## config.mk

```make
export PLATFORM = sky130hd
export DESIGN_NAME = ctrl_sequencer
export DESIGN_NICKNAME = d
export VERILOG_FILES = /design/src/rtl/ctrl_sequencer_pkg.sv /design/src/rtl/ctrl_sequencer_decode.sv /design/src/rtl/ctrl_sequencer.sv
export SDC_FILE = /design/constraint.sdc
export NUM_CORES = 1
export LEC_CHECK = 0
export CAP_MARGIN = 20
export CORE_ASPECT_RATIO = 2
export CORE_MARGIN = 1
export CORE_UTILIZATION = 35
export DETAILED_ROUTE_END_ITERATION = 8
export DONT_BUFFER_PORTS = 1
export PLACE_DENSITY = 0.54
export SETUP_SLACK_MARGIN = 0.02
export SLEW_MARGIN = 40
export SYNTH_ARGS = -nofsm -noshare
export SYNTH_HDL_FRONTEND = slang
export SYNTH_SLANG_ARGS = --single-unit
```

## constraint.sdc

```tcl
create_clock -name clk -period 5.2 [get_ports clk]
set_input_delay 1.04 -clock clk [delete_from_list [all_inputs] [get_ports clk]]
set_output_delay 1.04 -clock clk [all_outputs]
set_load 0.05 [all_outputs]
```

## src/rtl/ctrl_sequencer_pkg.sv

```systemverilog
// Shared types and constants for the control sequencer: FSM states, instruction
// classes, opcode values and the decoded-instruction record.
package ctrl_pkg;

    typedef enum logic [2:0] {
        ST_IDLE   = 3'd0,
        ST_DECODE = 3'd1,
        ST_EXEC   = 3'd2,
        ST_MEM    = 3'd3,
        ST_WB     = 3'd4
    } state_e;

    typedef enum logic [2:0] {
        CL_RTYPE   = 3'd0,
        CL_LOAD    = 3'd1,
        CL_STORE   = 3'd2,
        CL_NOP     = 3'd3,
        CL_ILLEGAL = 3'd4
    } iclass_e;

    localparam logic [5:0] OP_RTYPE = 6'h00;
    localparam logic [5:0] OP_LOAD  = 6'h01;
    localparam logic [5:0] OP_STORE = 6'h02;
    localparam logic [5:0] OP_NOP   = 6'h03;

    localparam logic [4:0] ALU_ADD_DEF = 5'b00010;
    localparam int         CNT_W_DEF   = 16;

    typedef struct packed {
        iclass_e    cls;
        logic [4:0] r1;
        logic [4:0] r2;
        logic [4:0] wr_addr;
        logic [4:0] aluc;
    } dec_t;

endpackage

```

## src/rtl/ctrl_sequencer_decode.sv

```systemverilog
// Combinational instruction decode: splits the word into register fields, picks the
// ALU code and write-back address, and classifies the opcode.
module instr_decode
    import ctrl_pkg::*;
#(
    parameter logic [4:0] ALU_ADD = ALU_ADD_DEF
) (
    input  logic [31:0] instr_i,
    output dec_t        dec_o
);

    logic [5:0] op;
    logic [4:0] rs, rt, rd, funct;
    logic       unused_shamt;

    assign op    = instr_i[31:26];
    assign rs    = instr_i[25:21];
    assign rt    = instr_i[20:16];
    assign rd    = instr_i[15:11];
    assign funct = instr_i[4:0];

    // Bits [10:5] carry no meaning for this datapath.
    assign unused_shamt = ^instr_i[10:5];

    always_comb begin
        dec_o    = '0;
        dec_o.r1 = rs;
        dec_o.r2 = rt;
        case (op)
            OP_RTYPE: begin
                dec_o.cls     = CL_RTYPE;
                dec_o.aluc    = funct;
                dec_o.wr_addr = rd;
            end
            OP_LOAD: begin
                dec_o.cls     = CL_LOAD;
                dec_o.aluc    = ALU_ADD;
                dec_o.wr_addr = rt;
            end
            OP_STORE: begin
                dec_o.cls  = CL_STORE;
                dec_o.aluc = ALU_ADD;
            end
            OP_NOP:  dec_o.cls = CL_NOP;
            default: dec_o.cls = CL_ILLEGAL;
        endcase
    end

endmodule

```

## src/rtl/ctrl_sequencer.sv

```systemverilog
// Multi-cycle control sequencer: accepts one instruction per handshake and walks it
// through DECODE/EXEC/MEM/WB, driving registered datapath controls.
module ctrl_sequencer
    import ctrl_pkg::*;
#(
    parameter logic [4:0] ALU_ADD = ALU_ADD_DEF,
    parameter int         CNT_W   = CNT_W_DEF
) (
    input  logic             clk,
    input  logic             reset,
    input  logic             instr_valid,
    input  logic [31:0]      instr,
    output logic             instr_ready,
    output logic [4:0]       r1,
    output logic [4:0]       r2,
    output logic [4:0]       wr_addr,
    output logic [4:0]       ALUc,
    output logic             regw,
    output logic             memr,
    output logic             memw,
    output logic             busy,
    output logic             done,
    output logic             illegal,
    output logic [CNT_W-1:0] retired
);

    state_e           state_q, state_d;
    iclass_e          cls_q;
    dec_t             dec;
    logic             accept;

    logic [4:0]       r1_q, r2_q, wa_q, aluc_q;
    logic             ready_q, busy_q, regw_q, memr_q, memw_q, done_q, ill_q;
    logic             ready_d, busy_d, regw_d, memr_d, memw_d, done_d, ill_d;
    logic [CNT_W-1:0] ret_q;

    instr_decode #(.ALU_ADD(ALU_ADD)) u_dec (
        .instr_i (instr),
        .dec_o   (dec)
    );

    assign accept = instr_valid && (state_q == ST_IDLE);

    always_ff @(posedge clk or negedge reset) begin
        if (!reset) state_q <= ST_IDLE;
        else        state_q <= state_d;
    end

    always_comb begin
        state_d = state_q;
        case (state_q)
            ST_IDLE:   if (accept) state_d = ST_DECODE;
            ST_DECODE: begin
                if (cls_q == CL_NOP || cls_q == CL_ILLEGAL) state_d = ST_IDLE;
                else                                        state_d = ST_EXEC;
            end
            ST_EXEC:   state_d = (cls_q == CL_RTYPE) ? ST_WB : ST_MEM;
            ST_MEM:    state_d = (cls_q == CL_LOAD) ? ST_WB : ST_IDLE;
            ST_WB:     state_d = ST_IDLE;
            default:   state_d = ST_IDLE;
        endcase
    end

    // Controls are computed for the state being entered and registered, so every
    // control is already stable for the whole cycle the datapath spends in that state.
    always_comb begin
        ready_d = (state_d == ST_IDLE);
        busy_d  = (state_d != ST_IDLE);
        regw_d  = (state_d == ST_WB);
        memr_d  = (cls_q == CL_LOAD) && (state_d == ST_MEM || state_d == ST_WB);
        memw_d  = (cls_q == CL_STORE) && (state_d == ST_MEM);
        done_d  = (state_q != ST_IDLE) && (state_d == ST_IDLE) && (cls_q != CL_ILLEGAL);
        ill_d   = (state_q == ST_DECODE) && (cls_q == CL_ILLEGAL);
    end

    always_ff @(posedge clk or negedge reset) begin
        if (!reset) begin
            ready_q <= 1'b1;
            busy_q  <= 1'b0;
            regw_q  <= 1'b0;
            memr_q  <= 1'b0;
            memw_q  <= 1'b0;
            done_q  <= 1'b0;
            ill_q   <= 1'b0;
            ret_q   <= '0;
        end else begin
            ready_q <= ready_d;
            busy_q  <= busy_d;
            regw_q  <= regw_d;
            memr_q  <= memr_d;
            memw_q  <= memw_d;
            done_q  <= done_d;
            ill_q   <= ill_d;
            if (done_d) ret_q <= ret_q + CNT_W'(1);
        end
    end

    // Address/ALU fields only move on accept, so they are frozen across regw/memw.
    always_ff @(posedge clk or negedge reset) begin
        if (!reset) begin
            cls_q  <= CL_NOP;
            r1_q   <= '0;
            r2_q   <= '0;
            wa_q   <= '0;
            aluc_q <= '0;
        end else if (accept) begin
            cls_q  <= dec.cls;
            r1_q   <= dec.r1;
            r2_q   <= dec.r2;
            wa_q   <= dec.wr_addr;
            aluc_q <= dec.aluc;
        end
    end

    assign instr_ready = ready_q;
    assign busy        = busy_q;
    assign regw        = regw_q;
    assign memr        = memr_q;
    assign memw        = memw_q;
    assign done        = done_q;
    assign illegal     = ill_q;
    assign retired     = ret_q;
    assign r1          = r1_q;
    assign r2          = r2_q;
    assign wr_addr     = wa_q;
    assign ALUc        = aluc_q;

endmodule

```

==> impl_metrics.ini, run 1 <==
[outcome]
status = complete, no violations

[synthesis]
synthesis.instances = 205
synthesis.area_per_instance_um2 = 10.8
ys_types = 41
synthesis.area_mm2 = 0.00222
mappedNetlistNets = 241
yosysSeqAreaShare = 0.555
yosysWarningCount = 0
flip_flop_and_latch_count_after_synthesis = 49

[critical_path]
r2r_setup_slack_ns = 3.10
worst_r2r_endpoint = ALUc[2]$_DFFE_PN0P_
critical_path.endpoint_type = register
regToRegStartpoint = state_q[0]$_DFF_PN0_
critPathLaunchType = primary input
worst_ep_required_time_ns = 5.37
critical_path_arrival_ns = 2.34
critical_path.max_fanout = 10
worst_setup_path_category = in2reg
rr_worst_depth = 4

[finish]
area_delta_synth_final_pct = 9.20
multi_input_comb_area_um2 = 927
reg_area_mm2 = 0.00123
fill_cells = 597
top_library_cells_by_usage_in_the_layout_fill_and_taps_aside = 46 x sky130_fd_sc_hd__dfrtp_1, 41 x sky130_fd_sc_hd__nand2_1, 15 x sky130_fd_sc_hd__xnor2_1, 11 x sky130_fd_sc_hd__nand3_1, 9 x sky130_fd_sc_hd__nor2_1
drive_above_1_share = 0.103
antenna_cells_inserted = 0
most_common_cell_after_layout_fill_and_taps_aside = sky130_fd_sc_hd__dfrtp_1
design.final.nets = 238

[pwr]
vdd_ir_drop_max_mv = 0.410
totalPowerFinal_mw = 1.25
share_of_power_burned_in_the_clock_network = 0.249
p_sw_mw = 0.542
p_sw_frac = 0.433
sequentialPowerShare = 0.590
combinationalPowerShare = 0.161
internal_power_mw = 0.709
total_leakage_power_nw = 1.11
power_per_cell_area_mw_per_mm2 = 517

[clocking]
tritoncts = done
htree_levels = 2
worst_skew_pair.late_latency_ns = 0.29
clkSlewWorstSetupHoldPaths_ns = 0.06
cts.sink_count = 49
count_of_buffers_added_by_post_cts_timing_repair_for_setup = 0
clock_path_buffers = 2
cts_resized = 0
clockRootBuffer = sky130_fd_sc_hd__clkbuf_16
post_cts_hold_buffer_count = 0
cts-buffers-inserted = 5

[hold_path]
hold_path_class = in2async

[timing]
finalSetupTns_ns = 0
rsz0062_at_grt = no
final_max_slew_viol_count = 0
finalHoldViolations = 0
holdWs_ns = 0.446
fmaxAchievable_mhz = 459
period_share = 0.419
timing.slew.headroom = 0.496
setup_viol_count_final = 0
min_period_ns = 2.18
worst_clock_skew_ns = 0.00731
tightest_slew_ns = 0.755

[route]
drt_wl_total_mm = 4.49
detail_route.wl_per_cell_um = 15.7
dr_total_vias = 1468
detail_route.iter0.violations = 75
antenna_violating_nets_remaining = 0
dr_vias_cell = 5.11
drc_errors = 0
drt_pass1_iterations = 4

[global_routing]
number_of_antenna_violations_at_the_first_check_in_global_routing = 0
number_of_global_route_vias_before_repair = 1564
globalRoute.totalOverflow = 0
grt_max_degree = 50
grt_overall_usage = 0.149
grt_first_pass_wirelength_mm = 7.47

[placement]
detailed_place_hpwl_mm = 3.18
portBuffers = 0
gp_congestion = 0.739

[floorplan]
die-width_um = 58.3
floorplan.rows = 40
fp.dieArea_mm2 = 0.00667
top_level_ports = 78
chipHeight_um = 115
placeableCoreArea_mm2 = 0.00606
start_util = 0.366

[job]
maxCapViolations = 0
==> flip-flops by register name (all words and copies together) (netlist names) <==
name	flops
retired	16
ALUc	5
r1	5
r2	5
wr_addr	5
cls_q	3
state_q	3
busy	1
done	1
illegal	1
instr_ready	1
memr	1
memw	1
regw	1
==> power groups by stage <==
stage / Clock (mW) / Sequential (mW) / Combinational, mW
global route: 0.337 / 0.750 / 0.231
detailed placement: 0 / 0.744 / 0.203
floorplan: 0 / 0.705 / 0.201
CTS: 0.325 / 0.738 / 0.203
finish: 0.311 / 0.738 / 0.202
global placement: 0 / 0.745 / 0.197
==> worst max-delay path: stages <==
cell	delay [ns]
sky130_fd_sc_hd__nor4b_4	0.15
sky130_fd_sc_hd__buf_4	0.20
sky130_fd_sc_hd__a211oi_4	0.47
sky130_fd_sc_hd__nand2_2	0.15
sky130_fd_sc_hd__mux2_1	0.34
==> metrics by stage <==
step	area (µm²)	util	setup WS, ns	cells
6_report	2420	0.400	3.02	287
2_1_floorplan	2220	-	2.89	205
4_1_cts	2410	0.397	2.74	287
3_3_place_gp	2270	0.374	2.47	279
3_5_place_dp	2270	0.374	2.45	279
5_1_grt	2420	0.400	2.94	287
==> cell type report <==
cell class              count  share of cell area
clock buffers               6              0.0533
inverters                   3             0.00465
multi-input cells         142               0.383
repair buffers              1             0.00310
flip-flops and latches     49               0.508
clock inverters             2             0.00414
well taps                  84              0.0434
==> cell usage after synthesis <==
cell type / instances / area (µm²)
sky130_fd_sc_hd__a21oi_1: 2 / 10.0
sky130_fd_sc_hd__buf_6: 2 / 22.5
sky130_fd_sc_hd__nor2_1: 9 / 33.8
sky130_fd_sc_hd__and3_1: 6 / 37.5
sky130_fd_sc_hd__nor2_8: 1 / 20.0
sky130_fd_sc_hd__nand2_2: 1 / 6.26
sky130_fd_sc_hd__nand3_1: 11 / 55.1
sky130_fd_sc_hd__and3b_1: 1 / 8.76
sky130_fd_sc_hd__or4b_4: 1 / 13.8
sky130_fd_sc_hd__or3b_2: 1 / 8.76
sky130_fd_sc_hd__nor4b_1: 1 / 8.76
sky130_fd_sc_hd__a221o_1: 1 / 10.0
sky130_fd_sc_hd__nand2_1: 41 / 154
sky130_fd_sc_hd__o21ai_0: 5 / 25.0
sky130_fd_sc_hd__or3_4: 2 / 22.5
sky130_fd_sc_hd__ha_1: 1 / 12.5
sky130_fd_sc_hd__a21boi_0: 1 / 7.51
sky130_fd_sc_hd__clkbuf_1: 5 / 18.8
sky130_fd_sc_hd__xnor2_1: 15 / 131
sky130_fd_sc_hd__nor3_1: 7 / 35.0
sky130_fd_sc_hd__a21o_1: 1 / 7.51
sky130_fd_sc_hd__or4_1: 1 / 7.51
sky130_fd_sc_hd__xor2_1: 1 / 8.76
sky130_fd_sc_hd__a2111oi_4: 1 / 27.5
sky130_fd_sc_hd__mux2_1: 1 / 11.3
sky130_fd_sc_hd__inv_1: 3 / 11.3
sky130_fd_sc_hd__a211oi_4: 1 / 20.0
sky130_fd_sc_hd__nor3b_1: 2 / 15.0
sky130_fd_sc_hd__mux2i_1: 5 / 50.1
sky130_fd_sc_hd__dfstp_2: 3 / 78.8
sky130_fd_sc_hd__and2_1: 2 / 12.5
sky130_fd_sc_hd__a2111oi_0: 1 / 8.76
sky130_fd_sc_hd__buf_2: 4 / 20.0
sky130_fd_sc_hd__nor4b_2: 1 / 15.0
sky130_fd_sc_hd__dfrtp_1: 46 / 1150
sky130_fd_sc_hd__nand3b_1: 1 / 7.51
sky130_fd_sc_hd__a22o_1: 6 / 52.6
sky130_fd_sc_hd__nand4_1: 8 / 50.1
sky130_fd_sc_hd__nor4_1: 1 / 6.26
sky130_fd_sc_hd__nand2b_1: 1 / 6.26
sky130_fd_sc_hd__or3_1: 1 / 6.26
==> worst max path at each step <==
stage,startpoint,endpoint
after floorplan,instr_valid,ALUc[0]$_DFFE_PN0P_
after global placement,instr_valid,retired[1]$_DFFE_PN0P_
after detailed placement,instr_valid,retired[1]$_DFFE_PN0P_
after CTS,instr_valid,retired[1]$_DFFE_PN0P_
after global routing,instr_valid,retired[1]$_DFFE_PN0P_
final,instr_valid,retired[1]$_DFFE_PN0P_
==> per-layer routing <==
metal,track usage,up-vias,share of wire
li1,-,695,-
met1,0.152,712,0.37
met2,0.278,54,0.56
met3,0.0407,7,0.053
met4,0.0556,0,0.016
met5,0,-,0
==> cell families (layout without fill, tap and decap cells) <==
kind of cell,count (synthesis),in the layout,synth area share
flip-flops,49,49,0.555
XOR/XNOR,16,16,0.0632
multiplexers,6,6,0.0277
adder cells (fa/ha/maj),1,1,0.00565
AND/OR/NAND/NOR,100,100,0.239
buffers and inverters,14,12,0.0328
AO/OA/AOI/OAI,19,19,0.0762
(Power assumes the default switching activity.)
==> run 2: changes to the inputs <==
Settings changed: PLACE_DENSITY 0.54 to 0.56.
Clock period 5.2 ns to 1.77 ns, I/O delays scaled along.
==> run 2 against run 1 <==
  * Global-route usage up 0.92 points
  * Sequential cell count did not move
  * Non-clock buffer count up 34
  * Clock power increased to 3.6 times the previous value
  * Critical endpoint is now ALUc[3]$_DFFE_PN0P_
  * Largest cell class unchanged
  * Highest routed layer unchanged
==> impl_metrics.ini, run 2 (same netlist as run 1, synthesis figures left out) <==
[placement]
place_worst_setup_slack_ns = 0.0329
place_area_mm2 = 0.00250
place.detailed.instances = 307
gp_congestion = 0.808
portBuffers = 0
detailed_place_hpwl_mm = 3.64

[timing]
finalSetupTns_ns = 0
min_period_ns = 1.73
period_share = 0.977
layout_setup_ws_ns = 0.0409
final_max_slew_viol_count = 0
worst_clock_skew_ns = 0.00442
setup_viol_count_final = 0
rsz0062_at_grt = yes
timing.slew.headroom = 0.661
tightest_slew_ns = 0.508
finalHoldViolations = 0
holdWs_ns = 0.167
fmaxAchievable_mhz = 578

[critical_path]
critical_path_arrival_ns = 1.95
worst_setup_path_category = reg2reg
rr_worst_depth = 4
critical_path.slowest_cell = sky130_fd_sc_hd__or4b_4
cp_cell_sequence = or4b_4 -> or3_4 -> nor2_8 -> a22o_1
critical_path.endpoint_type = register
worst_ep_required_time_ns = 1.99
critPathLaunchType = register
path_delay_family = simple AND/OR/NAND/NOR gates
regToRegStartpoint = state_q[0]$_DFF_PN0_
r2r_setup_slack_ns = 0.04
cp_num_buf_inv = 0
cp_slowest_stage_delay_ns = 0.57
critical_path.max_fanout = 6
worst_r2r_endpoint = ALUc[3]$_DFFE_PN0P_

[clocking]
htree_levels = 2
worst_skew_pair.late_latency_ns = 0.29
cts-buffers-inserted = 5
clockRootBuffer = sky130_fd_sc_hd__clkbuf_16
clkSlewWorstSetupHoldPaths_ns = 0.06
clock_path_buffers = 2
tritoncts = done
cts.sink_count = 49

[route]
drt_wl_total_mm = 4.92
drc_errors = 0
detail_route.wl_per_cell_um = 15.3
drt_pass1_iterations = 4
dr_vias_cell = 4.99
antenna_violating_nets_remaining = 0
dr_total_vias = 1603
detail_route.iter0.violations = 36

[hold_path]
holdPathEnd = r1[1]$_DFFE_PN0P_
holdCritStartpoint = instr[22]
hold_path_class = in2reg
min_delay_path_depth = 2

[pwr]
total_leakage_power_nw = 1.30
vdd_ir_drop_max_mv = 0.870
power_per_cell_area_mw_per_mm2 = 1490
totalPowerFinal_mw = 4.10

[finish]
finalCoreUtilization = 0.456
most_common_cell_after_layout_fill_and_taps_aside = sky130_fd_sc_hd__dfrtp_1
area_delta_synth_final_pct = 24.5
drive_above_1_share = 0.236
final_cell_area_mm2 = 0.00276
final-instance-count-excl-fill = 321
flip_flop_count_of_the_largest_register_after_layout = 16
antenna_cells_inserted = 0
design.final.nets = 272
top_library_cells_by_usage_in_the_layout_fill_and_taps_aside = 46 x sky130_fd_sc_hd__dfrtp_1, 41 x sky130_fd_sc_hd__nand2_1, 31 x sky130_fd_sc_hd__buf_4, 15 x sky130_fd_sc_hd__xnor2_1, 11 x sky130_fd_sc_hd__nand3_1

[floorplan]
floorplan.rows = 40
chipHeight_um = 115
die-width_um = 58.3
top_level_ports = 78
placeableCoreArea_mm2 = 0.00606
fp.dieArea_mm2 = 0.00667
start_util = 0.366

[global_routing]
global_route.peak_usage_layer = met2
globalRouteMet3Util = 0.0497
grt_overall_usage = 0.158
number_of_global_route_vias_before_repair = 1613
gr-usage-met1 = 0.139
grt_max_degree = 50
grt_first_pass_wirelength_mm = 7.70
groute.layer.met2.usage = 0.302
number_of_antenna_violations_at_the_first_check_in_global_routing = 0
globalRoute.totalOverflow = 0

[job]
maxCapViolations = 0

[outcome]
status = complete, no violations
[run 2: cell count changes in the layout (fill, tap and decap cells not counted), sizes merged]
cell         delta
bufinv          +1
buf            +33
dlygate4sd3     +1
clkinv          -2
clkinvlp        +1
[run 2: layout make-up]
class                   count  area (µm²)
clock buffers               6         139
multi-input cells         142         935
inverters                   3        11.3
flip-flops and latches     49        1230
well taps                  84         105
repair buffers             35         302
clock inverters             2        37.5
fillers                   573        3300
[run 2: how the worst max path moves through the flow]
| stage | slack [ns] | from | to | cells past startpoint |
|---|---|---|---|---|
| 2_1_floorplan | -0.05 | cls_q[0]$_DFFE_PN1P_ | retired[1]$_DFFE_PN0P_ | 5 |
| 3_3_place_gp | 0.06 | state_q[0]$_DFF_PN0_ | ALUc[4]$_DFFE_PN0P_ | 4 |
| 3_5_place_dp | 0.03 | state_q[0]$_DFF_PN0_ | ALUc[3]$_DFFE_PN0P_ | 4 |
| 4_1_cts | 0.006 | state_q[0]$_DFF_PN0_ | ALUc[3]$_DFFE_PN0P_ | 4 |
| 5_1_grt | -0.02 | state_q[0]$_DFF_PN0_ | ALUc[3]$_DFFE_PN0P_ | 4 |
| 6_report | 0.04 | state_q[0]$_DFF_PN0_ | ALUc[3]$_DFFE_PN0P_ | 4 |
[run 2: per-layer routing]
metal  vias up  share of wire
met1       780           0.34
li1        765              -
met3         9          0.044
met5         -              0
met2        49           0.58
met4         0          0.030
[run 2: power breakdown]
part           internal, mW  switching [mW]  leakage, nW  total [mW]
Combinational         0.398           0.565        0.576       0.963
Clock                 0.705           0.404       0.0831        1.11
Sequential             1.33           0.698        0.646        2.03
[run 2: timing repair]
item,in CTS,in global routing
gates cloned,0,0
hold endpoints to repair,49,0
hold buffers,2,0
endpoints found under the setup margin,1,12
resized for setup,0,3
pin swaps,0,7
setup buffers,0,4
